`config.mk`:
```
export PLATFORM = sky130hd
export DESIGN_NAME = n64_vstream_gen
export DESIGN_NICKNAME = d
export VERILOG_FILES = /design/src/rtl/n64_vstream_gen.sv
export SDC_FILE = /design/constraint.sdc
export NUM_CORES = 1
export LEC_CHECK = 0
export ABC_AREA = 1
export CAP_MARGIN = 40
export CORE_MARGIN = 4
export CORE_UTILIZATION = 62
export CTS_CLUSTER_DIAMETER = 80
export DETAILED_ROUTE_END_ITERATION = 8
export PLACE_DENSITY = 0.82
export SLEW_MARGIN = 15
export SYNTH_ARGS = -nofsm -noshare
export SYNTH_HDL_FRONTEND = slang
export SYNTH_SLANG_ARGS = --single-unit
```
`constraint.sdc`:
```
create_clock -name VCLK -period 3.9 [get_ports VCLK]
set_clock_uncertainty 0.1 [all_clocks]
set_input_delay 0.585 -clock VCLK [delete_from_list [all_inputs] [get_ports VCLK]]
set_output_delay 0.585 -clock VCLK [all_outputs]
set_load 0.05 [all_outputs]
```
`src/rtl/n64_vstream_gen.sv`:
```
// rtl/n64_vstream_gen.sv - synthetic N64 video-interface stream generator (color bars)
//
// Produces the 4-phase nVDSYNC cadence: phase 0 carries the sync nibble
// {3'b000, nVSYNC, nCLAMP, nHSYNC, nCSYNC}, and phases 1..3 carry 7-bit R, G, B.
// The NTSC/PAL and progressive/interlaced timing is latched at frame end, so the
// new mode applies from the next frame.
//
// Ports:
//   VCLK           in   video clock
//   nRST           in   asynchronous active-low reset
//   pal_mode_i     in   1 = PAL timing, 0 = NTSC timing
//   interlaced_i   in   1 = 480i/576i, 0 = 240p/288p
//   enable_i       in   1 = color bars, 0 = RGB forced to 0 (syncs unaffected)
//   nVDSYNC_o      out  low in the sync phase, one VCLK in four
//   D_o[6:0]       out  sync nibble or color word, by phase
//   field_o        out  current field (1 = vsync started mid-line)
//   frame_start_o  out  pulse in the phase-0 cycle of slot (0,0)
module n64_vstream_gen #(
  parameter int H_TOTAL_NTSC = 773,
  parameter int H_TOTAL_PAL  = 794,
  parameter int HSYNC_LEN    = 57,
  parameter int CLAMP_START  = 64,
  parameter int CLAMP_LEN    = 16,
  parameter int H_ACT_START  = 128,
  parameter int H_ACT_LEN    = 640,
  parameter int V_ACT_START  = 20,
  parameter int VSYNC_LINES  = 3
) (
  input  logic       VCLK,
  input  logic       nRST,
  input  logic       pal_mode_i,
  input  logic       interlaced_i,
  input  logic       enable_i,
  output logic       nVDSYNC_o,
  output logic [6:0] D_o,
  output logic       field_o,
  output logic       frame_start_o
);

  localparam logic [9:0] HT_N    = 10'(H_TOTAL_NTSC);
  localparam logic [9:0] HT_P    = 10'(H_TOTAL_PAL);
  localparam logic [9:0] HS_LEN  = 10'(HSYNC_LEN);
  localparam logic [9:0] CL_S    = 10'(CLAMP_START);
  localparam logic [9:0] CL_E    = 10'(CLAMP_START + CLAMP_LEN);
  localparam logic [9:0] HA_S    = 10'(H_ACT_START);
  localparam logic [9:0] HA_E    = 10'(H_ACT_START + H_ACT_LEN);
  localparam logic [9:0] VA_S    = 10'(V_ACT_START);
  localparam logic [9:0] VS_LN   = 10'(VSYNC_LINES);

  // run_q holds off counting for one edge after reset release so that the
  // counters are "loaded" at (0,0,0) before the first output is registered.
  logic       run_q;
  logic [1:0] p_q;
  logic [9:0] h_q, l_q;
  logic [8:0] fl_q;
  logic       pal_q, int_q, field_q, en_q;
  logic [6:0] sub_q;
  logic [2:0] bar_q;

  logic [9:0] h_tot, l_tot, l_mid, h_mid, h_nxt, v_end;
  logic       h_last, l_last, slot_end;
  logic       vs_n, hs_n, cl_n, cs_n, vs1_win;
  logic       fall0, fall1, field_cur, active;
  logic [8:0] fl_cur;
  logic [6:0] r_w, g_w, b_w;

  always_comb begin
    h_tot = pal_q ? HT_P : HT_N;
    case ({pal_q, int_q})
      2'b00:   l_tot = 10'd263;
      2'b01:   l_tot = 10'd525;
      2'b10:   l_tot = 10'd313;
      default: l_tot = 10'd625;
    endcase
    l_mid    = (l_tot - 10'd1) >> 1;
    h_mid    = h_tot >> 1;
    h_last   = (h_q == h_tot - 10'd1);
    l_last   = (l_q == l_tot - 10'd1);
    slot_end = (p_q == 2'd3);
    h_nxt    = h_last ? 10'd0 : h_q + 10'd1;

    // Field-1 vsync spans VSYNC_LINES*H_TOTAL slots starting mid-line.
    vs1_win = int_q &&
              ((l_q == l_mid && h_q >= h_mid) ||
               (l_q > l_mid && l_q < l_mid + VS_LN) ||
               (l_q == l_mid + VS_LN && h_q < h_mid));
    vs_n = (l_q >= VS_LN) && !vs1_win;
    hs_n = (h_q >= HS_LEN);
    cl_n = !(h_q >= CL_S && h_q < CL_E);
    // Serration approximation: csync inverts hsync during vsync.
    cs_n = vs_n ? hs_n : !hs_n;

    fall0 = (l_q == 10'd0) && (h_q == 10'd0);
    fall1 = int_q && (l_q == l_mid) && (h_q == h_mid);

    // Field line of the current slot; fl_q holds the value of the previous slot.
    if (fall0 || fall1) begin
      fl_cur = 9'd0;
    end else if (h_q == 10'd0 && fl_q != 9'h1FF) begin
      fl_cur = fl_q + 9'd1;
    end else begin
      fl_cur = fl_q;
    end
    field_cur = fall0 ? 1'b0 : (fall1 ? 1'b1 : field_q);

    v_end  = VA_S + (pal_q ? 10'd288 : 10'd240);
    active = en_q && ({1'b0, fl_cur} >= VA_S) && ({1'b0, fl_cur} < v_end) &&
             (h_q >= HA_S) && (h_q < HA_E);
    r_w = (active && !bar_q[1]) ? 7'h7F : 7'h00;
    g_w = (active && !bar_q[2]) ? 7'h7F : 7'h00;
    b_w = (active && !bar_q[0]) ? 7'h7F : 7'h00;
  end

  always_ff @(posedge VCLK or negedge nRST) begin
    if (!nRST) begin
      run_q   <= 1'b0;
      p_q     <= 2'd0;
      h_q     <= 10'd0;
      l_q     <= 10'd0;
      fl_q    <= 9'd0;
      pal_q   <= 1'b0;
      int_q   <= 1'b0;
      field_q <= 1'b0;
      en_q    <= 1'b0;
      sub_q   <= 7'd0;
      bar_q   <= 3'd0;
    end else if (!run_q) begin
      run_q <= 1'b1;
    end else begin
      p_q <= p_q + 2'd1;
      if (p_q == 2'd0) begin
        en_q <= enable_i;
      end
      if (slot_end) begin
        h_q     <= h_nxt;
        fl_q    <= fl_cur;
        field_q <= field_cur;
        // 80-slot bar subcounter, realigned at the first active slot.
        if (h_nxt == HA_S) begin
          sub_q <= 7'd0;
          bar_q <= 3'd0;
        end else if (sub_q == 7'd79) begin
          sub_q <= 7'd0;
          bar_q <= bar_q + 3'd1;
        end else begin
          sub_q <= sub_q + 7'd1;
        end
        if (h_last) begin
          if (l_last) begin
            l_q   <= 10'd0;
            pal_q <= pal_mode_i;
            int_q <= interlaced_i;
          end else begin
            l_q <= l_q + 10'd1;
          end
        end
      end
    end
  end

  always_ff @(posedge VCLK or negedge nRST) begin
    if (!nRST) begin
      nVDSYNC_o     <= 1'b1;
      D_o           <= 7'h0F;
      field_o       <= 1'b0;
      frame_start_o <= 1'b0;
    end else if (run_q) begin
      nVDSYNC_o <= (p_q != 2'd0);
      case (p_q)
        2'd0:    D_o <= {3'b000, vs_n, cl_n, hs_n, cs_n};
        2'd1:    D_o <= r_w;
        2'd2:    D_o <= g_w;
        default: D_o <= b_w;
      endcase
      field_o       <= field_cur;
      frame_start_o <= (p_q == 2'd0) && fall0;
    end
  end

endmodule

```
==> run summary, run 1 <==
Initial Utilization: 64.16%
TNS Setup: 0 ns
Cells after Synth: 582
Crit start category: flop
Setup CP Type: flop to flop
Final Hold Viols: 0
Clock-pin slew on the worst setup and hold paths: 0.12 ns
Routed wire per std cell: 13.97 um
TritonCTS clock tree: yes
Final net count: 641
Mux cell area share after synthesis: 0%
PnR worst setup slack: 0.3607 ns
Crit path arrival time: 3.71 ns
First-pass GRT wire length: 17000 um
Pleak: 2.349 nW
Via/cell ratio: 5.408
Post-synth top area share: 27.98%
Largest net degree at the start of global routing: 35
CTS Buffer Depth: 2
Synth warnings: 0
Mapped Nets: 627
Initial antenna violation count: 0
Syn_area_per_cell: 7.531 um^2
R2R Setup Slk: 0.36 ns
RSZ-0062 raised after global routing: false
Element type at the critical path end: flop
Final core occ: 68.97%
CTS sink cnt: 54
Asr flop ratio synth: 100.0%
Post-Synth Adder-Cell Area: 11.42%
CTS Buf Count: 5
Top-count cell post-synth: nand2_1
Pwr dens: 390.0 nW/um^2
Post-synth top cells: nand2_1 (137), inv_1 (75), dfrtp_1 (49), nor2_1 (43), ha_1 (40)
Crit path cell chain: inv_1 -> ha_1 -> nor2_1 -> ha_1 -> nand2_1 -> nor2_1 -> nand3_1 -> inv_1 -> nand3_1 -> and2_4 -> nand2_4 -> inv_1 -> ha_1 -> a21oi_1 -> nand3_2 -> nand2_2 -> nand3_4 -> nand3_2 -> nand2_1 -> inv_1
PortBufs: 14
Max-slew violations: 0
Total GRT Usage: 24.43%
Crit path to: D_o[1]
DR vias: 3748
Max-Slew Margin vs Limit: 50.00%
Final min period: 3.539 ns
Cell taking the most area after synthesis: dfrtp_1
Status: finished clean
Share of post-route cells with drive strength above 1: 16.58%
Synth Cell Area: 4383 um^2
Setup Buffers After CTS: 0
Worst-Margin Slew: 0.7482 ns
Pre-CTS setup slack: 0.4137 ns
Required time worst endpoint: 4.07 ns
F_max: 282.5 MHz
Post-DP HPWL: 7574 um
Ys flop type: dfrtp_1
Max-cap violations: 0
R2r endpoint: D_o[1]
CP Max Fanout: 11
Critical path depth in cells: 20
Worst min-delay path category: input port to asynchronous set/reset pin
Ranking of synthesized cells by area: dfrtp_1 (28%), nand2_1 (12%), ha_1 (11%)
Final wirelength: 9683 um
Vias in the first global route: 3620
Die ar.: 8479 um^2
Clk Latency, worst-skew pair: 0.33 ns
Critical-path top delay cell: dfrtp_1
R2R depth: 20
Largest family of logic cells by synthesized area: simple AND/OR/NAND/NOR gates
Post-DRT Antenna Nets: 0
Final setup violation count: 0
Root buffer cell: clkbuf_8
Filler cell count: 566
Hold_buf cts: 0
Fin crit share: 90.75%
Post-Synth XOR/XNOR Area: 2.997%
Max VDD drop: 0.3601 mV
GP Congestion: 0.9659
Iter 0 DRT Violations: 264
Register bit total from synthesis: 54
Sequential share of the synthesized area: 30.97%
Post-synth cell types: 44
Critical path buffers and inverters: 4
Area Overhead vs Synth: 7.508%
Post-synth EDFFs: 0
Worst setup path startpoint: pal_q
DRT Pass-1 Iters: 5
Grt ovf: 0
Die Y: 92.08 um
Complex-gate fraction of the synthesized area: 9.392%
Post-route DRC violation count: 0
Crit Reg-Reg Startpoint: pal_q
Crit path largest cell delay: 0.51 ns
Cell mode on critical path: inv_1
Simple-gate share of the synthesized area: 36.05%
Antenna Cells: 0
Crit path max-delay family: simple AND/OR/NAND/NOR gates
CORE AREA: 6832 um^2
Post_cts resized: 0
Chip width: 92.08 um
Io pins: 15
FP Rows: 30
H-tree level count: 2
-- registers in the layout, summed over array words and instances (netlist names) --
| signal | count |
|---|---|
| D_o | 5 |
| bar_q | 3 |
| en_q | 1 |
| field_o | 1 |
| field_q | 1 |
| fl_q | 9 |
| frame_start_o | 1 |
| h_q | 10 |
| int_q | 1 |
| l_q | 10 |
| nVDSYNC_o | 1 |
| p_q | 2 |
| pal_q | 1 |
| run_q | 1 |
| sub_q | 7 |
-- layer usage --
layer	wire length, um	vias up	track usage (%)
met4	189	0	7.178
li1	-	1893	-
met5	0	-	0
met3	457	21	3.199
met1	4596	1726	34.89
met2	4439	108	38.75
-- cells in the final DEF (no fill, tap or decap), types with 8 or more instances in the layout --
master           Yosys  routed
nand2_1            137     137
nor3_1              10      10
xor2_1              10      10
nor2_4               8       8
ha_1                40      40
nor2_1              43      43
clkdlybuf4s50_1      0      13
inv_1               75      75
inv_2               13      13
dfrtp_1             49      49
nand3_2              9       9
nor2_2               8       8
o21ai_0             38      38
nand3_1             39      39
nand2_2             12      12
a21oi_1             15      15
-- worst min-delay path by stage --
stage	from	to	slack (ns)	cells after the start
final	nRST	sub_q[3]	0.0001	1
after global routing	nRST	sub_q[3]	0.008	1
after CTS	nRST	sub_q[3]	0.008	1
after detailed placement	nRST	sub_q[3]	0.37	1
after global placement	field_q	field_q	0.36	2
after floorplan	nRST	D_o[5]	0.19	0
-- stage by stage --
stage               cell area, um^2  hold slack [ns]  instances  power [W]
floorplan                      4383           0.1894        582   0.001318
global placement               4594           0.3642        684   0.001474
detailed placement             4614           0.3686        685   0.001503
CTS                            4712         0.007709        693   0.001846
global route                   4712         0.007818        693   0.001978
finish                         4712        0.0001009        693   0.001838
-- worst reg2reg max path, delay by kind of cell (launching register included) --
family                     cells  cell delay [ns]
AOI/OAI and AO/OA              1             0.17
adders and majority gates      3             1.01
buffers and inverters          4             0.51
DFF                            1             0.51
and+or+nand+nor               12             1.19
-- area by class of cell --
class	count	area (um^2)	share of cell area, %
inverter	89	339.1	7.196
tap	96	120.1	2.549
clock inverter	3	28.78	0.6107
timing repair buffer	17	170.2	3.611
multi-input combinational	429	2628	55.76
sequential	54	1358	28.81
clock buffer	5	68.82	1.460
-- where the power goes --
part	switching, W	internal (W)	total [W]	leakage [nW]
clock network	0.000209	0.000134	0.000343	0.0502
logic	0.000490	0.000262	0.000752	1.59
registers	0.0000904	0.000653	0.000743	0.708
total	0.000789	0.00105	0.00184	2.35
-- cell families after synthesis --
logic type / count (synthesis)
AOI/OAI and AO/OA: 71
xor gates and xnor gates: 15
adders and majority gates: 40
buffers and inverters: 99
DFF: 54
other: 1
and+or+nand+nor: 302
Power figures use the tool's default switching activity.
==> inputs of run 2 (changes only) <==
Settings changed: CORE_MARGIN 4 to default, CTS_CLUSTER_DIAMETER 80 to 200, SLEW_MARGIN 15 to 20.
==> run 2 against run 1 <==
Effect of this change:
- largest cell class unchanged
- flip-flop and latch count stayed put
- cell area barely moved
- largest power group unchanged
- register-to-register slack barely moved
- critical path depth is the same
- via count fell by 1.1%
- critical path type unchanged
==> run summary, run 2 (synthesis results as in run 1) <==
CP Max Fanout: 11
TritonCTS clock tree: yes
Area of the multi-input gates: 2628 um^2
Post_cts resized: 0
CTS Buf Count: 5
Hold slack: 0.2199 ns
Crit start category: flop
Status: finished clean
Post-route DRC violation count: 0
Cell mode on critical path: inv_1
CTS Buffer Depth: 2
Routed wire per std cell: 13.79 um
Final setup violation count: 0
FP Rows: 30
Hold_buf cts: 0
H-tree level count: 2
CTS sink cnt: 54
First-pass GRT wire length: 16620 um
Crit path max-delay family: simple AND/OR/NAND/NOR gates
Pleak: 2.339 nW
Clk Latency, worst-skew pair: 0.32 ns
Initial antenna violation count: 0
Vias in the first global route: 3632
Worst-Margin Slew: 0.7426 ns
Required time worst endpoint: 4.07 ns
GR Util met3: 3.272%
Max-slew violations: 0
Filler cell count: 542
Crit path arrival time: 3.72 ns
PortBufs: 14
Post-DRT Antenna Nets: 0
Initial Utilization: 64.51%
R2R Setup Slk: 0.35 ns
Clock-pin slew on the worst setup and hold paths: 0.11 ns
Final min period: 3.552 ns
R2R depth: 20
Total GRT Usage: 28.12%
Die Y: 86.08 um
GP Congestion: 0.9110
Antenna Cells: 0
Crit Reg-Reg Startpoint: pal_q
R2r endpoint: D_o[2]
TNS Setup: 0 ns
Chip width: 86.08 um
Final Hold Viols: 0
Worst min-delay path category: input port to asynchronous set/reset pin
Root buffer cell: clkbuf_8
Setup Buffers After CTS: 0
Io pins: 15
Final net count: 640
Most frequent cells in the layout: nand2_1 (137), inv_1 (75), dfrtp_1 (49), nor2_1 (43), ha_1 (40)
Largest net degree at the start of global routing: 36
Iter 0 DRT Violations: 186
Max-cap violations: 0
Element type at the critical path end: flop
Sequential Area: 1358 um^2
Share of post-route cells with drive strength above 1: 16.44%
Pwr dens: 399.8 nW/um^2
RSZ-0062 raised after global routing: false
Commonest non-fill, non-tap cell in the layout: nand2_1
Max VDD drop: 0.2962 mV
M1 GR Usage: 35.43%
Fin crit share: 91.07%
Max-Slew Margin vs Limit: 50.49%
Die ar.: 7410 um^2
GR Layer Usage met2: 50.43%
CORE AREA: 6794 um^2
Area Overhead vs Synth: 7.422%
Crit path largest cell delay: 0.49 ns
DR vias: 3707
F_max: 281.6 MHz
Critical-path top delay cell: dfrtp_1
Gr busiest metal: met2
Biggest regs: h_q: 10 flops, l_q: 10 flops, fl_q: 9 flops
Final wirelength: 9546 um
Grt ovf: 0
Post-DP HPWL: 7498 um
Crit path cell chain: inv_1 -> ha_1 -> nor2_1 -> ha_1 -> nand2_1 -> nor2_1 -> nand3_1 -> inv_1 -> nand3_1 -> and2_4 -> nand2_4 -> inv_1 -> ha_1 -> a21oi_1 -> nand3_2 -> nand2_2 -> nand3_4 -> nand3_2 -> nand2_1 -> inv_1
DRT Pass-1 Iters: 5
Setup CP Type: flop to flop
Via/cell ratio: 5.357
Critical path buffers and inverters: 4
Critical path depth in cells: 20
[run 2: cell types whose count changed in the layout (fill, tap and decap cells not counted)]
cell / before / now
clkinv_4: 3 / 1
clkinvlp_4: 0 / 2
buf_12: 1 / 0
bufinv_16: 0 / 1
inv_8: 1 / 0
[run 2: area by class of cell]
cell class                 count  area share [%]
clock buffer                   5           1.462
clock inverter                 3          0.9567
inverter                      89           7.202
timing repair buffer          16           3.189
sequential                    54           28.83
tap                           96           2.551
multi-input combinational    429           55.81
[run 2: per-layer routing]
| metal | vias up | share of wire [%] |
|---|---|---|
| met5 | - | 0 |
| met3 | 14 | 2.5 |
| met1 | 1749 | 45 |
| met2 | 50 | 50 |
| met4 | 0 | 2.0 |
| li1 | 1894 | - |
[run 2: worst register-to-register path, delay by kind of cell (launching register included)]
kind | cells | cell delay (ns)
simple gates | 12 | 1.20
fa+ha+maj | 3 | 1.01
buf+inv | 4 | 0.53
flops | 1 | 0.49
compound gates | 1 | 0.19
[run 2: worst max path at each step]
stage          start      to  slack, ns
6_report       pal_q  D_o[2]       0.35
5_1_grt        pal_q  D_o[2]       0.12
4_1_cts        pal_q  D_o[2]       0.36
3_5_place_dp   pal_q  D_o[2]       0.38
3_3_place_gp   pal_q  D_o[2]       0.55
2_1_floorplan  pal_q  D_o[0]       0.85
[run 2: power breakdown]
part           total [W]  switching [W]  internal (W)
registers       0.000739      0.0000864      0.000652
logic           0.000756       0.000497      0.000259
clock network   0.000388       0.000197      0.000191
[run 2: per-stage QoR]
step | utilization (%) | std cells | power, W | cell area (um^2) | setup slack (ns)
after global routing | 69.30 | 692 | 0.002013 | 4708 | 0.1208
final | 69.30 | 692 | 0.001883 | 4708 | 0.3484
after global placement | 67.62 | 684 | 0.001478 | 4594 | 0.5525
after CTS | 69.30 | 692 | 0.001889 | 4708 | 0.3609
after floorplan | - | 582 | 0.001318 | 4383 | 0.8520
after detailed placement | 67.62 | 684 | 0.001505 | 4594 | 0.3795
==> inputs of run 3 (changes only) <==
Settings changed: CORE_UTILIZATION 62 to 50, PLACE_DENSITY 0.82 to 0.68.
==> run 3 against run 2 <==
Effect of this change:
- first-iteration DRC count fell by 30%
- non-clock buffer count up 1
- combinational power about the same
- largest power group unchanged
- total power barely moved
- global-route usage fell by 4.4 points
- sequential share of layout area is 0.17 points lower
- register-to-register slack gained 0.09 ns
- critical path depth is the same
- wire length up 1.2%
- maximum frequency increased by 2.6%
- clock power is 2% lower
- cell area grew 0.58%
==> run summary, run 3 (synthesis results as in run 1) <==
Status: finished clean
Worst min-delay path category: input port to asynchronous set/reset pin
Iter 0 DRT Violations: 131
Max-Slew Margin vs Limit: 59.97%
PortBufs: 14
Initial Utilization: 52.55%
Share of post-route cells with drive strength above 1: 16.42%
Initial antenna violation count: 0
First-pass GRT wire length: 17020 um
RSZ-0062 raised after global routing: false
Via/cell ratio: 5.229
Hold_buf cts: 0
Crit path largest cell delay: 0.49 ns
Root buffer cell: clkbuf_8
Most frequent cells in the layout: nand2_1 (137), inv_1 (75), dfrtp_1 (49), nor2_1 (43), ha_1 (40)
Largest net degree at the start of global routing: 36
CTS sink cnt: 54
Sw Ratio: 41.23%
Grt ovf: 0
Chip width: 95.63 um
Max-cap violations: 0
Commonest non-fill, non-tap cell in the layout: nand2_1
Cell mode on critical path: inv_1
Pwr dens: 397.3 nW/um^2
Required time worst endpoint: 4.06 ns
Setup Buffers After CTS: 0
Max-slew violations: 0
Crit path cell chain: inv_1 -> ha_1 -> nor2_1 -> ha_1 -> nand2_1 -> nor2_1 -> nand3_1 -> inv_1 -> nand3_1 -> and2_4 -> nand2_4 -> inv_1 -> ha_1 -> a21oi_1 -> nand3_2 -> nand2_2 -> nand3_4 -> nand3_2 -> nand2_1 -> inv_1
F_max: 289.0 MHz
Die Y: 95.63 um
Critical path buffers and inverters: 4
Post_cts resized: 0
TritonCTS clock tree: yes
Critical-path top delay cell: dfrtp_1
Crit path arrival time: 3.62 ns
Worst-Margin Slew: 0.6004 ns
Post-Layout Cell Count: 702
Final Hold Viols: 0
Crit start category: flop
H-tree level count: 2
Io pins: 15
Final setup violation count: 0
Biggest regs: h_q: 10 flops, l_q: 10 flops, fl_q: 9 flops
Clk Latency, worst-skew pair: 0.31 ns
Routed wire per std cell: 13.76 um
Area Overhead vs Synth: 8.050%
Post-DRT Antenna Nets: 0
Setup CP Type: flop to flop
Antenna Cells: 0
Pleak: 2.350 nW
Vias in the first global route: 3663
FP Rows: 33
Post-DP HPWL: 7678 um
Combinational Power Share: 40.3%
DRT Pass-1 Iters: 4
CTS Buf Count: 5
Clock share of power: 20.2%
CP Max Fanout: 11
P_sw: 0.0007758 W
Die ar.: 9144 um^2
Final wirelength: 9660 um
Max VDD drop: 0.3146 mV
Total GRT Usage: 23.74%
Fin crit share: 88.73%
Element type at the critical path end: flop
GP Congestion: 0.8910
DR vias: 3671
Final min period: 3.461 ns
TNS Setup: 0 ns
Fraction of power consumed by sequential logic: 39.5%
Post-route DRC violation count: 0
Placed insts: 693
CORE AREA: 8341 um^2
CTS Buffer Depth: 2
Cell-internal power: 0.001106 W
Final net count: 641
Clock-pin slew on the worst setup and hold paths: 0.10 ns
Crit path max-delay family: simple AND/OR/NAND/NOR gates
## run 3: changes by cell type in the layout (fill, tap and decap cells not counted), sizes merged
cell / change
buf: +1
clkbuf: +1
clkinvlp: -1
## run 3: metal layers
layer | global-route usage [%] | wire, um
met1 | 30.39 | 4608
met5 | 0 | 0
met2 | 40.77 | 4576
met4 | 8.085 | 233
met3 | 3.429 | 242
## run 3: path summary, 6_finish.rpt
path                       cells past startpoint  slack (ns)   endpoint       from
min in group VCLK                              2        0.40  nVDSYNC_o  nVDSYNC_o
hold reg to reg                                2        0.40  nVDSYNC_o  nVDSYNC_o
setup reg to reg                              20        0.44     D_o[1]      pal_q
setup / recovery                              20        0.44     D_o[1]      pal_q
max in group asynchronous                      3        2.83     D_o[0]       nRST
hold / removal                                 1        0.03   sub_q[6]       nRST
## run 3: worst register-to-register path, stage by stage (launching register included)
cell and delay [ns]:
dfrtp_1 0.49, inv_1 0.33, ha_1 0.36, nor2_1 0.11, ha_1 0.35, nand2_1 0.09, nor2_1 0.13, nand3_1 0.11
inv_1 0.09, nand3_1 0.09, and2_4 0.17, nand2_4 0.07, inv_1 0.04, ha_1 0.28, a21oi_1 0.17, nand3_2 0.09
nand2_2 0.08, nand3_4 0.10, nand3_2 0.09, nand2_1 0.05, inv_1 0.05
## run 3: area by class of cell
type                    count  area (um^2)
well taps                 105        131.4
inverters                  89        339.1
flip-flops and latches     54         1358
clock buffers               6        72.57
clock inverters             2        37.54
repair buffers             17        170.2
multi-input cells         429         2628
fillers                   808         3605
## run 3: power by group through the flow
stage               sequential (W)  combinational, W  clock, W
floorplan                 0.000785          0.000533         0
global placement          0.000749          0.000742         0
detailed placement        0.000752          0.000763         0
CTS                       0.000744          0.000764  0.000393
global route              0.000755          0.000856  0.000418
finish                    0.000744          0.000758  0.000380
## run 3: per-stage QoR
step                      instance area [um^2]  hold WS [ns]  worst slack, ns  power, W  utilization, %
after floorplan                           4383        0.1894           0.8520  0.001318               -
after global placement                    4606        0.3763           0.5549  0.001490           55.22
after detailed placement                  4606        0.3777           0.4319  0.001515           55.22
after CTS                                 4716        0.2829           0.4247  0.001901           56.54
after global routing                      4736       0.02378          0.02057  0.002030           56.78
final                                     4736       0.02797           0.4395  0.001882           56.78
